<file path="src/rtl/ab_div_pkg.sv">
// Shared types and constants for the sequential restoring divider.
package ab_div_pkg;

  // Control states: waiting, iterating one quotient bit per clock, result cycle.
  typedef enum logic [1:0] {
    IDLE = 2'd0,
    CALC = 2'd1,
    DONE = 2'd2
  } div_state_t;

  localparam int unsigned DIV_WIDTH_DEFAULT = 8;

  // Fill bit for the quotient on a divide-by-zero: every quotient bit is set
  // (quotient = '1, the saturated "infinite" result); the remainder carries
  // the untouched dividend so the caller can still recover the operand.
  localparam bit DIV_ZERO_Q = 1'b1;

  // Step counter width: enough bits to count 0 .. width-1, never narrower than 1.
  function automatic int unsigned div_cnt_width(input int unsigned width);
    return (width < 2) ? 1 : $clog2(width);
  endfunction

endpackage

</file>
<file path="src/rtl/div_step.sv">
// One combinational restoring-division step: shift {R,Q} left, try R - D,
// keep the difference and set the quotient bit when it does not borrow.
module div_step #(
  parameter int unsigned WIDTH = 8
) (
  input  logic [WIDTH:0]   i_r,
  input  logic [WIDTH-1:0] i_q,
  input  logic [WIDTH-1:0] i_d,
  output logic [WIDTH:0]   o_r,
  output logic [WIDTH-1:0] o_q
);

  logic [WIDTH+1:0] w_r_sh;
  logic [WIDTH+1:0] w_diff;
  logic             w_borrow;

  // Trial subtraction one bit wider than R so its MSB is a clean borrow flag;
  // R < D always holds between steps, so the shifted value never overflows.
  always_comb begin
    w_r_sh   = {i_r, i_q[WIDTH-1]};
    w_diff   = w_r_sh - {2'b00, i_d};
    w_borrow = w_diff[WIDTH+1];
    o_r      = w_borrow ? w_r_sh[WIDTH:0] : w_diff[WIDTH:0];
    o_q      = {i_q[WIDTH-2:0], ~w_borrow};
  end

endmodule

</file>
<file path="src/rtl/ab_divider.sv">
// Sequential unsigned restoring divider: quotient = dividend / divisor,
// remainder = dividend % divisor, one quotient bit per clock with a
// start/busy/done handshake. Divide-by-zero skips iteration entirely.
module ab_divider
  import ab_div_pkg::*;
#(
  parameter int unsigned WIDTH = DIV_WIDTH_DEFAULT
) (
  input  logic             clk,
  input  logic             rst,
  input  logic             start,
  input  logic [WIDTH-1:0] dividend,
  input  logic [WIDTH-1:0] divisor,
  output logic             busy,
  output logic             done,
  output logic [WIDTH-1:0] quotient,
  output logic [WIDTH-1:0] remainder,
  output logic             div_by_zero
);

  localparam int unsigned       CNT_W    = div_cnt_width(WIDTH);
  localparam logic [CNT_W-1:0]  LAST_CNT = CNT_W'(WIDTH - 1);

  div_state_t       r_state;
  div_state_t       w_state_next;

  logic [WIDTH-1:0] r_q;
  logic [WIDTH:0]   r_r;
  logic [WIDTH-1:0] r_d;
  logic [CNT_W-1:0] r_cnt;
  logic [WIDTH-1:0] r_quotient;
  logic [WIDTH-1:0] r_remainder;
  logic             r_dbz;

  logic             w_accept;
  logic             w_last;
  logic             w_div_zero;
  logic [WIDTH:0]   w_r_next;
  logic [WIDTH-1:0] w_q_next;

  div_step #(
    .WIDTH (WIDTH)
  ) u_step (
    .i_r (r_r),
    .i_q (r_q),
    .i_d (r_d),
    .o_r (w_r_next),
    .o_q (w_q_next)
  );

  // Handshake qualifiers: a start is only honoured outside CALC.
  always_comb begin
    w_accept   = start && ((r_state == IDLE) || (r_state == DONE));
    w_last     = (r_state == CALC) && (r_cnt == LAST_CNT);
    w_div_zero = (divisor == '0);
  end

  // State register plus datapath/result registers; reset aborts any divide.
  always_ff @(posedge clk) begin
    if (rst) begin
      r_state     <= IDLE;
      r_q         <= '0;
      r_r         <= '0;
      r_d         <= '0;
      r_cnt       <= '0;
      r_quotient  <= '0;
      r_remainder <= '0;
      r_dbz       <= 1'b0;
    end else begin
      r_state <= w_state_next;
      if (w_accept) begin
        r_q   <= dividend;
        r_r   <= '0;
        r_d   <= divisor;
        r_cnt <= '0;
        // A zero divisor produces its result on the capture edge itself, so
        // results are written here instead of waiting for a last step.
        if (w_div_zero) begin
          r_dbz       <= 1'b1;
          r_quotient  <= {WIDTH{DIV_ZERO_Q}};
          r_remainder <= dividend;
        end else begin
          r_dbz <= 1'b0;
        end
      end else if (r_state == CALC) begin
        r_q   <= w_q_next;
        r_r   <= w_r_next;
        r_cnt <= r_cnt + CNT_W'(1);
        if (w_last) begin
          r_quotient  <= w_q_next;
          r_remainder <= w_r_next[WIDTH-1:0];
        end
      end
    end
  end

  // Next-state decode.
  always_comb begin
    w_state_next = r_state;
    unique case (r_state)
      IDLE, DONE: begin
        if (w_accept) begin
          w_state_next = w_div_zero ? DONE : CALC;
        end else begin
          w_state_next = IDLE;
        end
      end
      CALC: begin
        w_state_next = w_last ? DONE : CALC;
      end
      default: w_state_next = IDLE;
    endcase
  end

  // Moore outputs; busy and done are decoded from disjoint states.
  always_comb begin
    busy        = (r_state == CALC);
    done        = (r_state == DONE);
    quotient    = r_quotient;
    remainder   = r_remainder;
    div_by_zero = r_dbz;
  end

endmodule

</file>
<file path="config.mk">
export PLATFORM = sky130hd
export DESIGN_NAME = ab_divider
export DESIGN_NICKNAME = d
export VERILOG_FILES = /design/src/rtl/ab_div_pkg.sv /design/src/rtl/div_step.sv /design/src/rtl/ab_divider.sv
export SDC_FILE = /design/constraint.sdc
export NUM_CORES = 1
export LEC_CHECK = 0
export ABC_CLOCK_PERIOD_IN_PS = 2500
export CAP_MARGIN = 40
export CORE_MARGIN = 2
export CORE_UTILIZATION = 49
export CTS_CLUSTER_DIAMETER = 50
export DETAILED_ROUTE_END_ITERATION = 8
export PLACE_DENSITY = 0.8
export SETUP_SLACK_MARGIN = 0.5
export SLEW_MARGIN = 5
export SYNTH_ARGS = -nofsm -noshare
export SYNTH_HDL_FRONTEND = slang
export SYNTH_HIERARCHICAL = 1
export SYNTH_SLANG_ARGS = --single-unit
</file>
<file path="constraint.sdc">
create_clock -name clk -period 2.5 [get_ports clk]
set_clock_uncertainty 0.2 [all_clocks]
set_input_delay 0.75 -clock clk [delete_from_list [all_inputs] [get_ports clk]]
set_output_delay 0.75 -clock clk [all_outputs]
set_load 0.02 [all_outputs]
</file>
; ---- Word-level counts from Yosys, hierarchy flattened
; Cells that the tools add are included.
[word_totals]
register_bits = 47
inputBits = 19
output_inout_bits = 19
[classes]
add_sub_neg = 2
n_eq_ne = 4
muxes = 16
bitwise_logic = 1
n_reduce_logical = 10
[op_table]
columns = operator, count
row1 = two-way mux 8 bit, 10
row2 = subtractor 10 x 8 -> 10 bit, 1
row3 = two-way mux 9 bit, 1
row4 = logical NOT 8 bit, 1
row5 = two-way mux 2 bit, 3
row6 = one-hot mux 2 bit (2 select lines), 1
row7 = nonzero test 2 bit, 2
row8 = OR reduction 2 bit, 2
row9 = adder 3 x 1 -> 3 bit (second input constant), 1
row10 = == test 3 bit (second input constant), 1
row11 = AND reduction 3 bit, 1
row12 = == test 2 x 1 -> 1 bit (second input constant), 1
row13 = == test 2 bit (second input constant), 1
row14 = logical AND 1 bit, 2
row15 = logical NOT 2 bit, 1
row16 = inequality test 2 x 1 -> 1 bit (second input constant), 1
row17 = logical OR 1 bit, 1
row18 = two-way mux 1 bit, 1
row19 = NOT 1 bit, 1

; ---- Depth between registers and ports, before layout
[depth]
depth_word = 5
depth_mapped = 10
depth_no_buf = 10

; ---- Modules after synthesis
; Netlist, hierarchy kept.
[by_module_without_submodules]
columns = mod, instances, cells_each, area_each_um2
row1 = ab_divider, 1, 209, 1890.6
row2 = div_step, 1, 79, 618.1

; ---- Worst setup path after synthesis
; OpenSTA, ideal clock, no wires.
[synth_path]
path_kind = reg2reg
startpoint = reg r_d[2]
endpoint = reg r_remainder[2] (netlist: remainder[2])
arrival_ns = 2.287
t_required_ns = 2.178
slack_ns = -0.110
path_stages_with_launch = 11
n_path_buf = 1
path_cell_list = dfxtp_1 -> inv_1 -> ha_1 -> nor2_1 -> a211oi_4 -> o211a_1 -> a211o_1 -> buf_6 -> mux2_4 -> and2_2 -> a221o_2
[synth_between]
elab_chain_cells = 5
[synth_rtl]
columns = element, line_no
row1 = from (decl), ab_divider.sv:29  ; logic [WIDTH-1:0] r_d;
row2 = from (signal assigned), ab_divider.sv:74  ; r_d <= divisor;
row3 = subtractor 10 x 8 -> 10 bit, div_step.sv:21  ; w_diff = w_r_sh - {2'b00, i_d};
row4 = two-way mux 9 bit, div_step.sv:23  ; o_r = w_borrow ? w_r_sh[WIDTH:0] : w_diff[WIDTH:0];
row5 = named net w_r_next[2], ab_divider.sv:38  ; logic [WIDTH:0] w_r_next;
row6 = two-way mux 8 bit, ab_divider.sv:89  ; if (w_last) begin
row7 = two-way mux 8 bit, ab_divider.sv:85  ; end else if (r_state == CALC) begin
row8 = two-way mux 8 bit, ab_divider.sv:71  ; if (w_accept) begin
row9 = to (signal assigned), ab_divider.sv:81  ; r_remainder <= dividend;
row10 = to (signal assigned), ab_divider.sv:91  ; r_remainder <= w_r_next[WIDTH-1:0];
row11 = to (decl), ab_divider.sv:32  ; logic [WIDTH-1:0] r_remainder;
; The timed path passes the listed nets, and every way through them passes these cells. The select of a mux whose other input is x is not followed.
; A chain may end at the register's enable or synchronous reset.

; ---- Final worst setup path
[layout_path]
startpoint = reg r_d[4]
endpoint = reg r_remainder[4] (netlist: remainder[4])
; Same word-level chain as after synthesis.

==> flow_metrics.env <==
export IMPL_run_status="finished with violations"
export IMPL_failed_checks="setup timing"
export IMPL_worstSetupStartpointType="flip-flop"
export IMPL_fmaxAchievable_mhz=386
export IMPL_total_grt_overflow=0
export IMPL_synth_net_count=318
export IMPL_initial_core_util=0.501
export IMPL_hold_path_class="flip-flop to flip-flop"
export IMPL_buffer_ports_inserted=37
export IMPL_ctsHtreeMaxLevel=2
export IMPL_worst_ir_drop_vdd_mv=0.245
export IMPL_final_critical_path_share_of_the_clock_period=1.04
export IMPL_dr_pass1_iters=6
export IMPL_clk_pin_slew_worst_paths_ns=0.09
export IMPL_final_core_util=0.731
export IMPL_fin_ws_ns=-0.0912
export IMPL_antenna_diode_count=0
export IMPL_setup_violations_final=7
export IMPL_max_clock_path_buffers=2
export IMPL_gp_routability_congestion=0.866
export IMPL_design_core_area_um2=5010
export IMPL_max_cap_viol_count=0
export IMPL_mean_post_synth_cell_area_um2=8.71
export IMPL_root_buffer="sky130_fd_sc_hd__clkbuf_8"
export IMPL_post_synthesis_to_final_layout_area_growth_pct=46.0
export IMPL_row_count=26
export IMPL_cts_buffers_inserted=5
export IMPL_die_height_um=75.6
export IMPL_timing_worst_slew_pin_value_ns=0.546
export IMPL_power_leakage_nw=1.56
export IMPL_synth_warnings=6
export IMPL_grt_pass1_vias=2270
export IMPL_synth_ff_latch_count=47
export IMPL_tritoncts_num_sinks=47
export IMPL_pin_count_of_the_biggest_net_entering_global_routing=30
export IMPL_tritoncts_clock_tree="built"
export IMPL_postRouteAntennaNets=0
export IMPL_detail_route_drc_violations=0
export IMPL_syn_area_um2=2510
export IMPL_drtIter0Drc=260
export IMPL_worst_ep_arrival_time_ns=2.59
export IMPL_die_area_um2=5710
export IMPL_final_period_minus_worst_setup_slack_ns=2.59
export IMPL_fp_dieW_um=75.6
export IMPL_grt_use_total=0.248
export IMPL_cts_hold_fix_buffers=0
export IMPL_place_worst_setup_slack_ns=-0.182
export IMPL_area_taken_by_multi_input_logic_gates_um2=1680
export IMPL_nFillCells=340
export IMPL_area_sequential_um2=960
export IMPL_grt_setup_unrepaired="yes"
export IMPL_yosys_most_used_dff="sky130_fd_sc_hd__dfxtp_1"
export IMPL_worst_setup_path_end_kind="flip-flop"
export IMPL_top_level_ports=38
export IMPL_final_layout_size_suffix_gt1_frac=0.416
export IMPL_routed_via_count=2515
export IMPL_worst_endpoint_required_ns=2.50
export IMPL_timing_critical_path_fanout_max=8
export IMPL_count_of_distinct_cell_types_in_the_synthesized_netlist=52
export IMPL_finalNetCount=392
export IMPL_synth_yosys_seq_area_share=0.375
export IMPL_power_density_nw_per_um2=565
export IMPL_report_final_hold_viol_count=0
export IMPL_postRouteWirelength_mm=7.75
export IMPL_synthCells=288
export IMPL_maxSlewViolCount=0
export IMPL_slew_limit_headroom=0.631
export IMPL_post_dp_hpwl_mm=4.63
export IMPL_number_of_enable_flip_flop_cells_after_synthesis=0
export IMPL_wire_length_of_the_first_global_routing_pass_mm=10.7
export IMPL_synth_async_reset_ratio=0
export IMPL_grt_antenna_before_repair=0
export IMPL_setup_worst_path_class="flip-flop to flip-flop"
export IMPL_drt_vias_per_instance=5.81
export IMPL_clkLatencyLatePin_ns=0.31
export IMPL_avgRoutedWirePerCell_um=17.9
[power breakdown]
| group | leakage (nW) | internal (mW) | switching [mW] | total, mW |
|---|---|---|---|---|
| registers | 0.387 | 0.776 | 0.0277 | 0.804 |
| clock network | 0.0581 | 0.298 | 0.282 | 0.580 |
| logic | 1.11 | 0.356 | 0.330 | 0.686 |
[synth_stat cells, types with 2 or more instances]
master                     count  share of area
sky130_fd_sc_hd__ha_1         10          0.050
sky130_fd_sc_hd__nand3_1      11          0.022
sky130_fd_sc_hd__a21oi_1      35          0.070
sky130_fd_sc_hd__nand2_1      45          0.067
sky130_fd_sc_hd__mux2_4        5          0.030
sky130_fd_sc_hd__nand2b_1      4          0.010
sky130_fd_sc_hd__o21ai_0       2         0.0040
sky130_fd_sc_hd__a211oi_1      8          0.024
sky130_fd_sc_hd__xor2_1        2         0.0070
sky130_fd_sc_hd__a22oi_1       8          0.024
sky130_fd_sc_hd__buf_2         2         0.0040
sky130_fd_sc_hd__inv_1        10          0.015
sky130_fd_sc_hd__mux2i_1       2         0.0080
sky130_fd_sc_hd__nor2b_1       2         0.0050
sky130_fd_sc_hd__a221o_2       8          0.036
sky130_fd_sc_hd__nor3_1        2         0.0040
sky130_fd_sc_hd__xnor2_1       4          0.014
sky130_fd_sc_hd__buf_4         8          0.024
sky130_fd_sc_hd__dfxtp_1      47           0.38
sky130_fd_sc_hd__buf_6         2         0.0090
sky130_fd_sc_hd__and2_2        8          0.024
sky130_fd_sc_hd__nor4_1        2         0.0050
sky130_fd_sc_hd__nor2_1       22          0.033
sky130_fd_sc_hd__a21boi_0      3         0.0090
sky130_fd_sc_hd__clkbuf_8      2          0.011
sky130_fd_sc_hd__clkbuf_1      7          0.010
sky130_fd_sc_hd__o21a_1        2         0.0060
[final timing paths]
| kind | endpoint | startpoint | slack (ns) | cells past startpoint |
|---|---|---|---|---|
| worst max register to register | remainder[4]$_SDFFE_PP0P_ | r_d[4]$_SDFFE_PP0P_ | -0.09 | 9 |
| worst min register to register | r_d[7]$_SDFFE_PP0P_ | r_d[7]$_SDFFE_PP0P_ | 0.26 | 2 |
| worst min-delay path | r_d[7]$_SDFFE_PP0P_ | r_d[7]$_SDFFE_PP0P_ | 0.26 | 2 |
| worst max-delay path | remainder[4]$_SDFFE_PP0P_ | r_d[4]$_SDFFE_PP0P_ | -0.09 | 9 |
[registers in the layout (all words and copies together), names as in the netlist]
register and flops:
r_state 2, r_d 8, r_r 9, r_q 8
quotient 8, r_cnt 3, div_by_zero 1, remainder 8
[final cells by class]
cell class	count	area share
Multi-Input combinational cell	208	0.458
Clock inverter	3	0.0120
Timing Repair Buffer	89	0.213
Clock buffer	5	0.0188
Inverter	11	0.0120
Sequential cell	47	0.262
Tap cell	70	0.0239
[critical path, cell delays in order, from the launching register on]
cell,delay [ns]
sky130_fd_sc_hd__dfxtp_2,0.35
sky130_fd_sc_hd__inv_2,0.06
sky130_fd_sc_hd__ha_4,0.29
sky130_fd_sc_hd__nand2_4,0.05
sky130_fd_sc_hd__a211oi_4,0.26
sky130_fd_sc_hd__o21ai_2,0.10
sky130_fd_sc_hd__a211o_4,0.40
sky130_fd_sc_hd__mux2_4,0.34
sky130_fd_sc_hd__and2_4,0.14
sky130_fd_sc_hd__a221o_2,0.28
[routing by layer]
metal / GRT usage / routed length (µm) / vias to the layer above
li1: - / - / 1149
met1: 0.298 / 3120 / 1216
met2: 0.439 / 4000 / 129
met3: 0.0331 / 433 / 21
met4: 0.109 / 199 / 0
met5: 0 / 0 / -
[layout by cell type, fill, tap and decap left out, types with 3 or more instances in the layout]
cell,count
sky130_fd_sc_hd__a22oi_1,8
sky130_fd_sc_hd__a21oi_4,4
sky130_fd_sc_hd__nand2_1,39
sky130_fd_sc_hd__a221o_2,8
sky130_fd_sc_hd__nand2_2,5
sky130_fd_sc_hd__clkdlybuf4s50_1,9
sky130_fd_sc_hd__inv_2,7
sky130_fd_sc_hd__xnor2_1,4
sky130_fd_sc_hd__and2_4,7
sky130_fd_sc_hd__a21oi_1,26
sky130_fd_sc_hd__a21oi_2,6
sky130_fd_sc_hd__dfxtp_1,36
sky130_fd_sc_hd__buf_4,43
sky130_fd_sc_hd__ha_4,6
sky130_fd_sc_hd__dlygate4sd2_1,23
sky130_fd_sc_hd__clkbuf_8,5
sky130_fd_sc_hd__nand2b_4,3
sky130_fd_sc_hd__mux2_4,5
sky130_fd_sc_hd__buf_6,8
sky130_fd_sc_hd__inv_1,3
sky130_fd_sc_hd__ha_1,3
sky130_fd_sc_hd__a211oi_1,5
sky130_fd_sc_hd__nand3_1,11
sky130_fd_sc_hd__dfxtp_2,9
sky130_fd_sc_hd__nor2_1,20
[through the flow]
| stage | cells | hold slack [ns] | total power, mW | cell area [µm²] | setup TNS [ns] |
|---|---|---|---|---|---|
| finish | 433 | 0.260 | 2.07 | 3660 | -0.488 |
| global route | 433 | 0.287 | 2.14 | 3660 | -0.690 |
| CTS | 424 | 0.258 | 1.95 | 3490 | -0.124 |
| detailed placement | 412 | 0.248 | 1.33 | 3230 | -1.23 |
| global placement | 411 | 0.245 | 1.32 | 3230 | -2.03 |
| floorplan | 288 | 0.236 | 1.18 | 2620 | 0 |
[repair_timing]
item,4_1_cts,5_1_grt
endpoints found under the setup margin,48,33
pin swaps,14,6
buffers inserted,4,9
gates resized for setup,74,32
[kinds of logic after synthesis]
kind of cell	count (synthesis)	synth area share
compound gates	76	0.213
xor+xnor	6	0.0209
fa+ha+maj	11	0.0579
buf+inv	33	0.0763
flops	47	0.375
mux	7	0.0379
simple gates	108	0.219
Power figures use the tool's default switching activity.
==> edit 1 (same settings) <==
The package constant `DIV_WIDTH_DEFAULT` goes from 8 to 9.
--- a/src/rtl/ab_div_pkg.sv
+++ b/src/rtl/ab_div_pkg.sv
@@ -10,3 +10,3 @@
 
-  localparam int unsigned DIV_WIDTH_DEFAULT = 8;
+  localparam int unsigned DIV_WIDTH_DEFAULT = 9;
 
Interface: changed (resized dividend, divisor, quotient and remainder); port bits go from 38 to 42. The function was not compared with the original's and may differ.
==> edit 1 against the original RTL <==
Sequential cell count grew 6. Via count grew 11%. Maximum frequency shrank 7.0%. Total power grew 11%. Cell area grew 6.5%. Sequential power grew 13%. The flow still finishes with violations (negative setup slack). Critical endpoint unchanged. Routed wire length grew 3.6%. Synthesized area grew 17%. Final cell count grew 12%. Worst setup slack lost 0.20 ns.
==> edit 1: results (changes against the original RTL) <==
Status = complete, but fails checks (unchanged)
Failing checks = negative setup slack (unchanged)
GRT Util Overall = 24.3% (was 24.8%)
Worst IR Drop VDD = 0.458 mV (was 0.245 mV)
Synth cell count leaders = nand2_1, dfxtp_1, a21oi_1 (was dfxtp_1, nand2_1, a21oi_1)
Netlist cell types = 56 (was 52)
Clock Power Share = 21.3% (was 28.0%)
Resize count post-CTS = 61 (was 74)
Worst Path Arrival = 2.79 ns (was 2.59 ns)
Vias per inst = 5.71 (was 5.81)
Hold path endpoint = r_d[8] (was r_d[7])
Wire length on met2 = 3880 um (was 4000 um)
Clock transition at path regs = 0.10 ns
First-pass GRT wire length = 12200 um (was 10700 um)
Final WS setup = -0.286 ns (was -0.0912 ns)
Syn avg cell area = 8.56 sq um (was 8.71 sq um)
IO Port Bufs = 41 (was 37)
Postcts setup bufs = 9 (was 4)
Total routed wirelength = 8020 um (was 7750 um)
CP max stage delay = 0.35 ns (was 0.40 ns)
Met1 wire length = 3470 um (was 3120 um)
Met2 Usage GRT = 40.7% (was 43.9%)
Slowest cell on crit path = dfxtp_2 (was a211o_4)
Leakage = 0.00165 uW (was 0.00156 uW)
Layout Cells excl Fill = 487 (was 433)
Final HPWL from detailed placement = 5410 um (was 4630 um)
Sw Ratio = 32.1% (was 30.9%)
Hold_sp = r_d[8] (was r_d[7])
Multiplexer share of the synthesized area = 6.99% (was 3.79%)
FF-to-FF path depth = 11 (was 9)
Comb. pwr = 896 uW (was 686 uW)
Initial antenna violation count = 0 (unchanged)
Met1 usage = 32.4% (was 29.8%)
XOR/XNOR share of the synthesized area = 3.03% (was 2.09%)
Top delay family on crit path = adder cells (was compound AO/OA/AOI/OAI gates)
Synth Area in Adders = 5.37% (was 5.79%)
Setup violators final = 21 (was 7)
Met3 routed WL = 440 um (was 433 um)
CTS Buf Count = 5 (unchanged)
Drt initial violations = 234 (was 260)
Worst Path Max Fanout = 5 (was 8)
Setup TNS Final = -3.55 ns (was -0.488 ns)
Max reg flops = 10 (was 9)
Placer congestion estimate = 0.907 (was 0.866)
Worst-Margin Slew = 0.573 ns (was 0.546 ns)
Share of cells above drive strength 1 = 24.5% (was 41.6%)
Int Pwr = 1560 uW (was 1430 uW)
Sequential area share after synthesis = 36.1% (was 37.5%)
Top cells by area, synth = dfxtp_1, nand2_1, a21oi_1 (was dfxtp_1, a21oi_1, nand2_1)
GRT met3 Usage = 3.63% (was 3.31%)
1st-pass router iterations = 5 (was 6)
Placed Cells = 464 (was 412)
-- edit 1: cell count changes in the layout (fill, tap and decap cells not counted), moves of 5 or more --
cell     before  now
ha_1          3    9
a21oi_2       6    1
o31ai_1       1   10
nand3_1      11    2
nand2_1      39   68
inv_1         3   13
and2_4        7    0
a31oi_1       1    6
a221o_2       8    0
dfxtp_1      36   48
a21oi_1      26   44
mux2i_1       1    9
-- edit 1: layout make-up --
type	instances	area share [%]
clock buffers	5	1.76
flip-flops and latches	53	27.4
multi-input cells	248	46.4
repair buffers	87	20.0
inverters	16	1.54
well taps	75	2.41
clock inverters	3	0.545
-- edit 1: per-stage QoR --
step	hold slack, ns	area (sq um)	worst slack, ns
6_report	0.259	3900	-0.286
5_1_grt	0.290	3900	-0.359
4_1_cts	0.264	3830	-0.181
3_5_place_dp	0.251	3570	-0.290
3_3_place_gp	0.245	3570	-0.207
2_1_floorplan	0.233	2970	-0.241
==> edit 2 (same settings) <==
Without the edit above. Register the output `quotient`, with the module's reset; this adds one clock of latency there. The other outputs are not delayed to match. Comments in the files are not updated.
--- a/src/rtl/ab_divider.sv
+++ b/src/rtl/ab_divider.sv
@@ -22,2 +22,4 @@
   localparam logic [CNT_W-1:0]  LAST_CNT = CNT_W'(WIDTH - 1);
+
+  logic [WIDTH-1:0] quotient_d;
 
@@ -118,3 +120,3 @@
     done        = (r_state == DONE);
-    quotient    = r_quotient;
+    quotient_d  = r_quotient;
     remainder   = r_remainder;
@@ -123,2 +125,10 @@
 
+  always_ff @(posedge clk) begin
+    if (rst) begin
+      quotient <= '0;
+    end else begin
+      quotient <= quotient_d;
+    end
+  end
+
 endmodule
Check against the original RTL: not equivalent (a bounded check fails within 4 cycles, from zero or initial values and one cycle with rst high).
==> edit 2 against the original RTL <==
Synthesized area grew 8.6%. Worst setup slack lost 0.026 ns. Core utilization shrank 3.0 points. Highest routed layer unchanged. Cell area grew 4.1%. Maximum frequency shrank 0.99%. Combinational power shrank 6.0%. The flow still finishes with violations (negative setup slack). Routed wire length grew 0.77%. Total power grew 10%. Global-route usage shrank 0.54 points. First-iteration DRC count shrank 25%. Sequential power grew 16%. Sequential cell count grew 8.
==> edit 2: results (changes against the original RTL) <==
Via count = 2524 (was 2515)
First-pass GRT wire length = 11800 um (was 10700 um)
Failing checks = negative setup slack (unchanged)
Post-synth net total = 335 (was 318)
Hold slack = 0.267 ns (was 0.260 ns)
Met1 wire length = 3040 um (was 3120 um)
Leakage = 0.00161 uW (was 0.00156 uW)
1st-pass router iterations = 5 (was 6)
Total routed wirelength = 7810 um (was 7750 um)
Status = complete, but fails checks (unchanged)
Area after DPL = 3410 sq um (was 3230 sq um)
Postcts setup bufs = 3 (was 4)
GRT Util Overall = 24.2% (was 24.8%)
Met1 usage = 27.8% (was 29.8%)
Largest net degree at the start of global routing = 21 (was 30)
Worst Path Max Fanout = 7 (was 8)
Wire length on met2 = 4130 um (was 4000 um)
Wirelength per Cell = 17.6 um (was 17.9 um)
R2R Path End = remainder[2] (was remainder[4])
Placed Cells = 427 (was 412)
GRT met3 Usage = 4.37% (was 3.31%)
Max transition margin = 67.0% (was 63.1%)
Resize count post-CTS = 68 (was 74)
Synth Instances = 305 (was 288)
Met2 Usage GRT = 44.0% (was 43.9%)
Met3 routed WL = 420 um (was 433 um)
Worst R2R Start = r_d[6] (was r_d[4])
Placer congestion estimate = 0.834 (was 0.866)
CP max stage delay = 0.38 ns (was 0.40 ns)
Sequential area share after synthesis = 40.4% (was 37.5%)
Setup violators final = 7 (unchanged)
Worst IR Drop VDD = 0.312 mV (was 0.245 mV)
Synth cell count leaders = dfxtp_1, nand2_1, a21oi_1 (unchanged)
Vias in the first global route = 2526 (was 2270)
Share of cells above drive strength 1 = 40.7% (was 41.6%)
Drt initial violations = 194 (was 260)
Nets = 400 (was 392)
Final HPWL from detailed placement = 5030 um (was 4630 um)
Hold path endpoint = r_d[2] (was r_d[7])
Setup TNS Final = -0.547 ns (was -0.488 ns)
Final WS setup = -0.117 ns (was -0.0912 ns)
Pre-CTS setup slack = -0.110 ns (was -0.182 ns)
[edit 2: cell count changes after synthesis]
cell,change
nor2b_1,+8
clkbuf_1,+1
buf_2,-1
buf_6,+1
buf_4,+1
clkbuf_8,-1
and4bb_2,+1
nor4bb_1,-1
dfxtp_1,+8
[edit 2: cell families (layout without fill, tap and decap cells)]
logic type	Yosys count	after routing	synth area share (%)
compound gates	76	76	19.6
mux	7	7	3.49
flops	55	55	40.4
xor+xnor	6	6	1.93
buf+inv	34	100	7.16
simple gates	116	116	22.1
fa+ha+maj	11	11	5.33
[edit 2: power breakdown]
group	internal, uW	switching [uW]
clock	401	303
combinational	327	318
sequential	904	28.4
[edit 2: cell type report]
cell class / count / area (sq um)
Clock buffer: 6 / 72.6
Clock inverter: 2 / 60.1
Fill cell: 413 / 1630
Inverter: 11 / 41.3
Multi-Input combinational cell: 216 / 1740
Sequential cell: 55 / 1120
Tap cell: 72 / 90.1
Timing Repair Buffer: 81 / 689
[edit 2: how the worst max path moves through the flow]
stage / slack [ns] / end / cells after the start / start
floorplan: 0.03 / remainder[2] / 10 / r_d[1]
global placement: -0.06 / remainder[6] / 5 / divisor[4]
detailed placement: -0.11 / remainder[2] / 10 / r_d[6]
CTS: -0.007 / remainder[3] / 9 / r_d[1]
global route: -0.14 / remainder[2] / 9 / r_d[5]
finish: -0.12 / remainder[2] / 9 / r_d[6]
[edit 2: worst register-to-register path, stage by stage, from the launching register on]
cell and delay (ns):
dfxtp_2 0.35, inv_2 0.05, ha_4 0.23, a21oi_4 0.16, nand2_2 0.09, o211a_1 0.26
a211o_4 0.38, mux2_4 0.34, and2_4 0.14, a221o_2 0.31
